## src/rtl/mem_port_arbiter_pkg.sv

```systemverilog
// Shared types for the fetch/data memory port arbiter: FSM state encoding,
// the registered memory request record and the fetch byte-enable constant.
package riscv_mem_pkg;

  localparam int MEM_AW  = 32;
  localparam int MEM_DW  = 32;
  localparam int MEM_BEW = MEM_DW / 8;

  localparam logic [MEM_BEW-1:0] BE_ALL = '1;

  typedef enum logic [1:0] {
    IDLE   = 2'd0,
    BUSY_I = 2'd1,
    BUSY_D = 2'd2
  } arb_state_t;

  typedef struct packed {
    logic               we;
    logic [MEM_AW-1:0]  addr;
    logic [MEM_DW-1:0]  wdata;
    logic [MEM_BEW-1:0] be;
  } mem_req_t;

endpackage

```

## src/rtl/mem_port_arbiter.sv

```systemverilog
// Arbitrates the instruction-fetch and data ports onto one variable-latency
// memory port, with fixed data priority, done pulses and a timeout abort.
module mem_port_arbiter
  import riscv_mem_pkg::*;
#(
  parameter int AW      = MEM_AW,
  parameter int DW      = MEM_DW,
  parameter int TIMEOUT = 64
) (
  input  logic          clk,
  input  logic          reset,
  input  logic          if_req,
  input  logic [AW-1:0] if_addr,
  output logic [DW-1:0] if_rdata,
  output logic          if_done,
  output logic          if_stall,
  input  logic          d_req,
  input  logic          d_we,
  input  logic [AW-1:0] d_addr,
  input  logic [DW-1:0] d_wdata,
  input  logic [DW/8-1:0] d_be,
  output logic [DW-1:0] d_rdata,
  output logic          d_done,
  output logic          d_stall,
  output logic          mem_req,
  output logic          mem_we,
  output logic [AW-1:0] mem_addr,
  output logic [DW-1:0] mem_wdata,
  output logic [DW/8-1:0] mem_be,
  input  logic          mem_ready,
  input  logic [DW-1:0] mem_rdata,
  output logic          err,
  output arb_state_t    dbg_state
);

  localparam int BW = DW / 8;
  localparam int CW = (TIMEOUT > 0) ? $clog2(TIMEOUT + 1) : 1;
  localparam logic [CW-1:0] TO_LAST = CW'((TIMEOUT > 0) ? TIMEOUT - 1 : 0);

  // Handshake: a port raises x_req and holds it with its operands stable until
  // the one-cycle x_done pulse; the memory sees mem_req high for the whole
  // access and completes it on the first edge where mem_ready is high.

  arb_state_t          state_q, state_d;
  mem_req_t            mreq_q, mreq_d;
  logic [DW-1:0]       if_rdata_q, if_rdata_d;
  logic [DW-1:0]       d_rdata_q, d_rdata_d;
  logic                if_done_q, if_done_d;
  logic                d_done_q, d_done_d;
  logic                err_q, err_d;
  logic [CW-1:0]       cnt_q, cnt_d;
  logic                timeout_hit;

  assign timeout_hit = (TIMEOUT > 0) && (cnt_q == TO_LAST);

  always_comb begin
    state_d    = state_q;
    mreq_d     = mreq_q;
    if_rdata_d = if_rdata_q;
    d_rdata_d  = d_rdata_q;
    if_done_d  = 1'b0;
    d_done_d   = 1'b0;
    err_d      = err_q;
    cnt_d      = cnt_q;
    unique case (state_q)
      IDLE: begin
        cnt_d = '0;
        // A port whose done is pulsing this cycle is already served; skip it.
        if (d_req && !d_done_q) begin
          mreq_d.we    = d_we;
          mreq_d.addr  = MEM_AW'(d_addr);
          mreq_d.wdata = MEM_DW'(d_wdata);
          mreq_d.be    = MEM_BEW'(d_be);
          state_d      = BUSY_D;
        end else if (if_req && !if_done_q) begin
          mreq_d.we    = 1'b0;
          mreq_d.addr  = MEM_AW'(if_addr);
          mreq_d.wdata = '0;
          mreq_d.be    = BE_ALL;
          state_d      = BUSY_I;
        end
      end
      BUSY_I, BUSY_D: begin
        if (mem_ready || timeout_hit) begin
          state_d = IDLE;
          cnt_d   = '0;
          if (state_q == BUSY_I) begin
            if_done_d  = 1'b1;
            if_rdata_d = mem_ready ? mem_rdata : '0;
          end else begin
            d_done_d = 1'b1;
            if (!mreq_q.we) d_rdata_d = mem_ready ? mem_rdata : '0;
          end
          if (!mem_ready) err_d = 1'b1;
        end else begin
          cnt_d = cnt_q + 1'b1;
        end
      end
      default: state_d = IDLE;
    endcase
  end

  always_ff @(posedge clk) begin
    if (reset) begin
      state_q    <= IDLE;
      mreq_q     <= '0;
      if_rdata_q <= '0;
      d_rdata_q  <= '0;
      if_done_q  <= 1'b0;
      d_done_q   <= 1'b0;
      err_q      <= 1'b0;
      cnt_q      <= '0;
    end else begin
      state_q    <= state_d;
      mreq_q     <= mreq_d;
      if_rdata_q <= if_rdata_d;
      d_rdata_q  <= d_rdata_d;
      if_done_q  <= if_done_d;
      d_done_q   <= d_done_d;
      err_q      <= err_d;
      cnt_q      <= cnt_d;
    end
  end

  assign mem_req   = (state_q != IDLE);
  assign mem_we    = mreq_q.we;
  assign mem_addr  = AW'(mreq_q.addr);
  assign mem_wdata = DW'(mreq_q.wdata);
  assign mem_be    = BW'(mreq_q.be);

  assign if_rdata  = if_rdata_q;
  assign d_rdata   = d_rdata_q;
  assign if_done   = if_done_q;
  assign d_done    = d_done_q;
  assign err       = err_q;
  assign dbg_state = state_q;

  // Stalls depend only on the request inputs and registered done pulses.
  assign if_stall  = if_req & ~if_done_q;
  assign d_stall   = d_req & ~d_done_q;

endmodule

```

## config.mk

```make
export PLATFORM = sky130hd
export DESIGN_NAME = mem_port_arbiter
export DESIGN_NICKNAME = d
export VERILOG_FILES = /design/src/rtl/mem_port_arbiter_pkg.sv /design/src/rtl/mem_port_arbiter.sv
export SDC_FILE = /design/constraint.sdc
export NUM_CORES = 1
export LEC_CHECK = 0
export CAP_MARGIN = 30
export CORE_AREA = 2 2 117 119
export CTS_CLUSTER_SIZE = 24
export DETAILED_ROUTE_END_ITERATION = 10
export DIE_AREA = 0 0 119 121
export PLACE_DENSITY_LB_ADDON = 0.3
export SYNTH_ARGS = -nofsm -noshare
export SYNTH_HDL_FRONTEND = slang
export SYNTH_SLANG_ARGS = --single-unit
```

## constraint.sdc

```tcl
create_clock -name clk -period 2.58 [get_ports clk]
set_input_delay 0.516 -clock clk [delete_from_list [all_inputs] [get_ports clk]]
set_output_delay 0.516 -clock clk [all_outputs]
set_load 0.02 [all_outputs]
```

==> results.json, run 1 <==
{
  "drv_cap": 0,
  "num-fill-cells": 984,
  "worstMarginPinSlew_ns": 0.666,
  "ys_warn_count": 0,
  "ctsRootBufferMaster": "clkbuf_16",
  "cts_tree": "done",
  "cts_sinks": 145,
  "grt_overflow_total": 0,
  "cp_num_buf_inv": 3,
  "syn_area_sq_um": 5700,
  "yosysSeqAreaShare": 0.509,
  "worstPathRequired_ns": 2.06,
  "cp_top_family": "buffers and inverters",
  "top_usage_layer": "met2",
  "holdWs_ns": 0.448,
  "p_per_area_nw_per_um2": 752,
  "drc": 0,
  "critPathLaunchType": "flip-flop",
  "max_clock_freq_mhz": 412,
  "use_met3": 0.0663,
  "die-area_sq_um": 14400,
  "post-cts-setup-buffers": 0,
  "slew_viol_final": 0,
  "max_stage_delay_ns": 0.62,
  "critical_path.slowest_cell": "clkdlybuf4s50_1",
  "initial_utilization": 0.435,
  "vias_per_cell": 5.20,
  "status": "completed",
  "antenna_found_initial": 0,
  "clockBufferDepth": 2,
  "grt_max_degree": 69,
  "insertedDiodeCount": 0,
  "cts_buffers": 17,
  "synthCells": 623,
  "core_area_sq_um": 13100,
  "clock_latency_ns": 0.41,
  "cp_data_arrival_time_ns": 1.91,
  "place_hpwl_microns": 12600,
  "cp_common_cell": "inv_1",
  "drt_iter0_drc": 405,
  "met1_usage": 0.260,
  "setup_viol": 0,
  "slew_headroom": 0.556,
  "synthMuxAreaShare": 0.0562,
  "ctsResizeCount": 0,
  "holdBufCountCts": 0,
  "clkTransAtPathRegs_ns": 0.05,
  "synth_nets": 765,
  "p_total_w": 0.00690,
  "ant_nets": 0,
  "use_met2": 0.426,
  "critical_path_class": "flip-flop to output pin",
  "drt-total-wl_microns": 17400,
  "synth_fa_ha_area_frac": 0.00878,
  "p_leak_nw": 3.36,
  "die_y_microns": 121,
  "fin_util": 0.701,
  "avgSynthCellArea_sq_um": 9.15,
  "routabilityCongestion": 0.823,
  "vias": 5540,
  "track_usage": 0.235,
  "fin_crit_sh": 0.940,
  "synth_cell_types": 44,
  "critPathMaxFanout": 6,
  "nNetsFinal": 1019,
  "syn2layout_area_growth_pct": 60.9,
  "placementRows": 42,
  "final_layout_size_suffix_gt1_frac": 0.0832,
  "synth.ff_latch_count": 145,
  "synth_top_family_by_area": "compound AO/OA/AOI/OAI gates",
  "avgRoutedWirePerCell_microns": 16.3,
  "peakVddDrop_mv": 0.388,
  "io_buffers": 278,
  "cp-end-kind": "output pin",
  "grt_pass1_wl_microns": 26900,
  "ctsHtreeMaxLevel": 4,
  "fin_crit_ns": 2.43,
  "hold_violations": 0,
  "synth_compound_area_frac": 0.240,
  "rsz0062_at_grt": "false",
  "min_path_type": "flip-flop to flip-flop",
  "finClkSkew_ns": 0.00896,
  "grt_pass1_vias": 5425,
  "final.setup.tns_ns": 0,
  "dieWidth_microns": 119,
  "crit_chain": "inv_1 > ha_1 > inv_1 > clkdlybuf4s50_1",
  "ioPinCount": 279,
  "synth_xor_area_frac": 0.00307,
  "synth_simple_gate_area_share": 0.119,
  "firstDrtPassIters": 4
}
## layout by cell type, fill, tap and decap left out, types with 2 or more instances in the layout
cell type	count
clkbuf_8	3
o21ai_2	19
mux2i_1	32
a21oi_1	69
o21ai_0	29
buf_4	9
clkdlybuf4s50_1	277
nor4_1	2
o21ai_1	20
bufinv_16	5
nor2_1	71
clkbuf_16	17
o221a_2	4
inv_1	7
ha_1	4
nand2_1	72
nand3_1	2
nor3_1	3
buf_12	4
a22oi_1	33
clkinv_2	3
dfxtp_1	145
a211oi_1	32
## state kept, by name, summed over array words and instances, names as in the netlist
register,flops
if_rdata,32
mem_we,1
err,1
mem_addr,32
mem_be,4
dbg_state,2
cnt_q,7
if_done,1
d_done,1
d_rdata,32
mem_wdata,32
## synthesized netlist by cell type (all sizes together)
| cell | number | area share |
|---|---|---|
| a211oi | 32 | 0.042 |
| a21o | 1 | 0.0013 |
| a21oi | 71 | 0.065 |
| a22oi | 33 | 0.043 |
| a31oi | 1 | 0.0011 |
| and2 | 1 | 0.0011 |
| and3 | 1 | 0.0011 |
| and3b | 1 | 0.0015 |
| buf | 29 | 0.041 |
| clkbuf | 26 | 0.018 |
| dfxtp | 145 | 0.51 |
| ha | 4 | 0.0088 |
| inv | 7 | 0.0046 |
| mux2i | 32 | 0.056 |
| nand2 | 72 | 0.047 |
| nand2b | 1 | 0.0011 |
| nand3 | 2 | 0.0018 |
| nand3b | 1 | 0.0013 |
| nand4b | 1 | 0.0015 |
| nor2 | 73 | 0.049 |
| nor2b | 2 | 0.0031 |
| nor3 | 3 | 0.0026 |
| nor4 | 2 | 0.0022 |
| o211a | 1 | 0.0018 |
| o211ai | 1 | 0.0013 |
| o21a | 2 | 0.0026 |
| o21ai | 68 | 0.072 |
| o221a | 4 | 0.0079 |
| o311ai | 1 | 0.0015 |
| or3 | 1 | 0.0011 |
| or3b | 1 | 0.0020 |
| or4b | 1 | 0.0018 |
| xnor2 | 1 | 0.0015 |
| xor2 | 1 | 0.0015 |
## where the power goes
| group | switching, W | internal (W) |
|---|---|---|
| Clock | 0.000895 | 0.00178 |
| Sequential | 0.000118 | 0.00245 |
| Combinational | 0.000873 | 0.000780 |
| Total | 0.00189 | 0.00501 |
## per-stage QoR
| step | instance area, sq um | setup WS [ns] | instances |
|---|---|---|---|
| 3_3_place_gp | 8510 | 0.171 | 1034 |
| 4_1_cts | 9170 | 0.117 | 1065 |
| 3_5_place_dp | 8510 | 0.172 | 1034 |
| 5_1_grt | 9170 | 0.0599 | 1065 |
| 6_report | 9170 | 0.155 | 1065 |
| 2_1_floorplan | 5700 | 0.754 | 623 |
## worst paths after layout
path,start,endpoint,slack [ns],cells past startpoint
setup / recovery,dbg_state[0],mem_req,0.15,4
hold / removal,cnt_q[6],cnt_q[6],0.45,1
setup reg to reg,dbg_state[0],d_rdata[27],0.39,7
hold reg to reg,cnt_q[6],cnt_q[6],0.45,1
## layer usage
layer  up-vias  share of wire
li1       2691              -
met1      2582           0.39
met2       241           0.51
met3        26          0.078
met4         0          0.022
met5         -              0
## cells by family (layout without fill, tap and decap cells)
family | count (synthesis) | in the layout
AO/OA/AOI/OAI | 215 | 215
AND/OR/NAND/NOR | 163 | 163
flip-flops | 145 | 145
buffers and inverters | 62 | 328
multiplexers | 32 | 32
adder cells (fa/ha/maj) | 4 | 4
XOR/XNOR | 2 | 2
## area by class of cell
cell class	instances	area, sq um	share of cell area
Clock inverter	10	181	0.0198
Sequential cell	145	2900	0.317
Multi-Input combinational cell	416	2440	0.267
Timing Repair Buffer	290	2920	0.319
Clock buffer	21	470	0.0513
Tap cell	176	220	0.0240
Inverter	7	26.3	0.00287
No activity file was read; power rests on OpenSTA's default activity.
==> run 2: changes to the inputs <==
- REMOVE_ABC_BUFFERS: default -> 1
==> results.json, run 2 (synthesized netlist as in run 1, its figures left out) <==
{
  "drt-total-wl_microns": 17700,
  "finClkSkew_ns": 0.00875,
  "io_buffers": 278,
  "p_total_w": 0.00639,
  "setup_slack_ns": 0.169,
  "clock_latency_ns": 0.41,
  "rsz0062_at_grt": "false",
  "num-fill-cells": 995,
  "p_int_w": 0.00452,
  "p_sw_frac": 0.293,
  "cts_tree": "done",
  "status": "completed",
  "holdBufCountCts": 0,
  "ant_nets": 0,
  "setup_viol": 0,
  "vias_per_cell": 5.23,
  "final_common_cell": "clkdlybuf4s50_1",
  "power_switching_w": 0.00187,
  "min_path_type": "primary input to flip-flop",
  "place_hpwl_microns": 12700,
  "ctsResizeCount": 0,
  "worstMarginPinSlew_ns": 0.499,
  "cts_sinks": 145,
  "drt_iter0_drc": 358,
  "initial_utilization": 0.435,
  "cp_data_arrival_time_ns": 1.89,
  "ioPinCount": 279,
  "pre_cts_ws_ns": 0.209,
  "ctsHtreeMaxLevel": 4,
  "critPathMaxFanout": 6,
  "antenna_found_initial": 0,
  "drv_cap": 0,
  "post-cts-setup-buffers": 0,
  "fin_crit_sh": 0.934,
  "die_y_microns": 121,
  "hold_violations": 0,
  "dp_cells": 1035,
  "core_area_sq_um": 13100,
  "insertedDiodeCount": 0,
  "clockBufferDepth": 2,
  "stdcell_count": 1065,
  "final_cell_mix": "clkdlybuf4s50_1 (277), dfxtp_1 (145), nand2_1 (72)",
  "placementRows": 42,
  "holdPathStages": 2,
  "firstDrtPassIters": 4,
  "worstPathRequired_ns": 2.06,
  "seqPwrFrac": 0.401,
  "ctsRootBufferMaster": "clkbuf_16",
  "track_usage": 0.241,
  "grt_overflow_total": 0,
  "pwr-share-comb": 0.262,
  "nNetsFinal": 1020,
  "final_layout_size_suffix_gt1_frac": 0.0799,
  "die-area_sq_um": 14400,
  "grt_pass1_vias": 5432,
  "syn2layout_area_growth_pct": 58.6,
  "drc": 0,
  "vias": 5575,
  "peakVddDrop_mv": 0.385,
  "max_clock_freq_mhz": 415,
  "routabilityCongestion": 0.800,
  "fin_crit_ns": 2.41,
  "p_clk_frac": 0.337,
  "clkTransAtPathRegs_ns": 0.06,
  "critPathLaunchType": "flip-flop",
  "cts_buffers": 17,
  "p_leak_nw": 3.31,
  "avgRoutedWirePerCell_microns": 16.6,
  "slew_headroom": 0.668,
  "grt_max_degree": 69,
  "critical_path_class": "flip-flop to output pin",
  "p_per_area_nw_per_um2": 707,
  "cp-end-kind": "output pin",
  "grt_pass1_wl_microns": 27200,
  "dieWidth_microns": 119,
  "slew_viol_final": 0,
  "reg2regPathDepth": 7
}
## run 2: power groups by stage
stage | registers, W | logic, W | clock network [W]
after floorplan | 0.00284 | 0.000538 | 0
after CTS | 0.00256 | 0.00169 | 0.00219
after global routing | 0.00258 | 0.00179 | 0.00229
after detailed placement | 0.00260 | 0.00168 | 0
final | 0.00256 | 0.00167 | 0.00216
after global placement | 0.00259 | 0.00164 | 0
## run 2: layout make-up
| type | instances | area (sq um) | share of cell area |
|---|---|---|---|
| inverter | 7 | 26.3 | 0.00291 |
| clock inverter | 6 | 33.8 | 0.00374 |
| multi-input combinational | 416 | 2440 | 0.271 |
| sequential | 145 | 2900 | 0.321 |
| tap | 176 | 220 | 0.0244 |
| clock buffer | 24 | 482 | 0.0533 |
| timing repair buffer | 291 | 2930 | 0.324 |
## run 2: final timing paths
| check | startpoint | slack, ns | end |
|---|---|---|---|
| max | dbg_state[0] | 0.17 | mem_req |
| max reg2reg | dbg_state[0] | 0.60 | d_rdata[30] |
| min reg2reg | cnt_q[6] | 0.45 | cnt_q[6] |
| min | reset | 0.45 | mem_we |
## run 2: through the flow
| step | TNS [ns] | hold slack (ns) | instance area (sq um) | utilization |
|---|---|---|---|---|
| floorplan | -63.41 | 0.426 | 5370 | - |
| global placement | 0 | 0.433 | 8520 | 0.651 |
| detailed placement | 0 | 0.445 | 8520 | 0.651 |
| CTS | 0 | 0.442 | 9040 | 0.691 |
| global route | 0 | 0.451 | 9040 | 0.691 |
| finish | 0 | 0.452 | 9040 | 0.691 |
## run 2: routing by layer
layer  vias to the layer above  part of all wire  GRT usage
li1                       2702                 -          -
met1                      2557              0.38      0.265
met2                       274              0.49      0.418
met3                        42             0.088     0.0766
met4                         0             0.036      0.121
met5                         -                 0          0
## run 2: worst max-delay path, cell delays in order, from the launching register on
cell and delay [ns]:
dfxtp_1 0.39, inv_1 0.09, ha_1 0.29, inv_1 0.10, clkdlybuf4s50_1 0.62
==> run 3: changes to the inputs <==
- SLEW_MARGIN: default -> 20
==> results of run 3 <==
Final layout, timing and power as in run 2 (identical DEF).
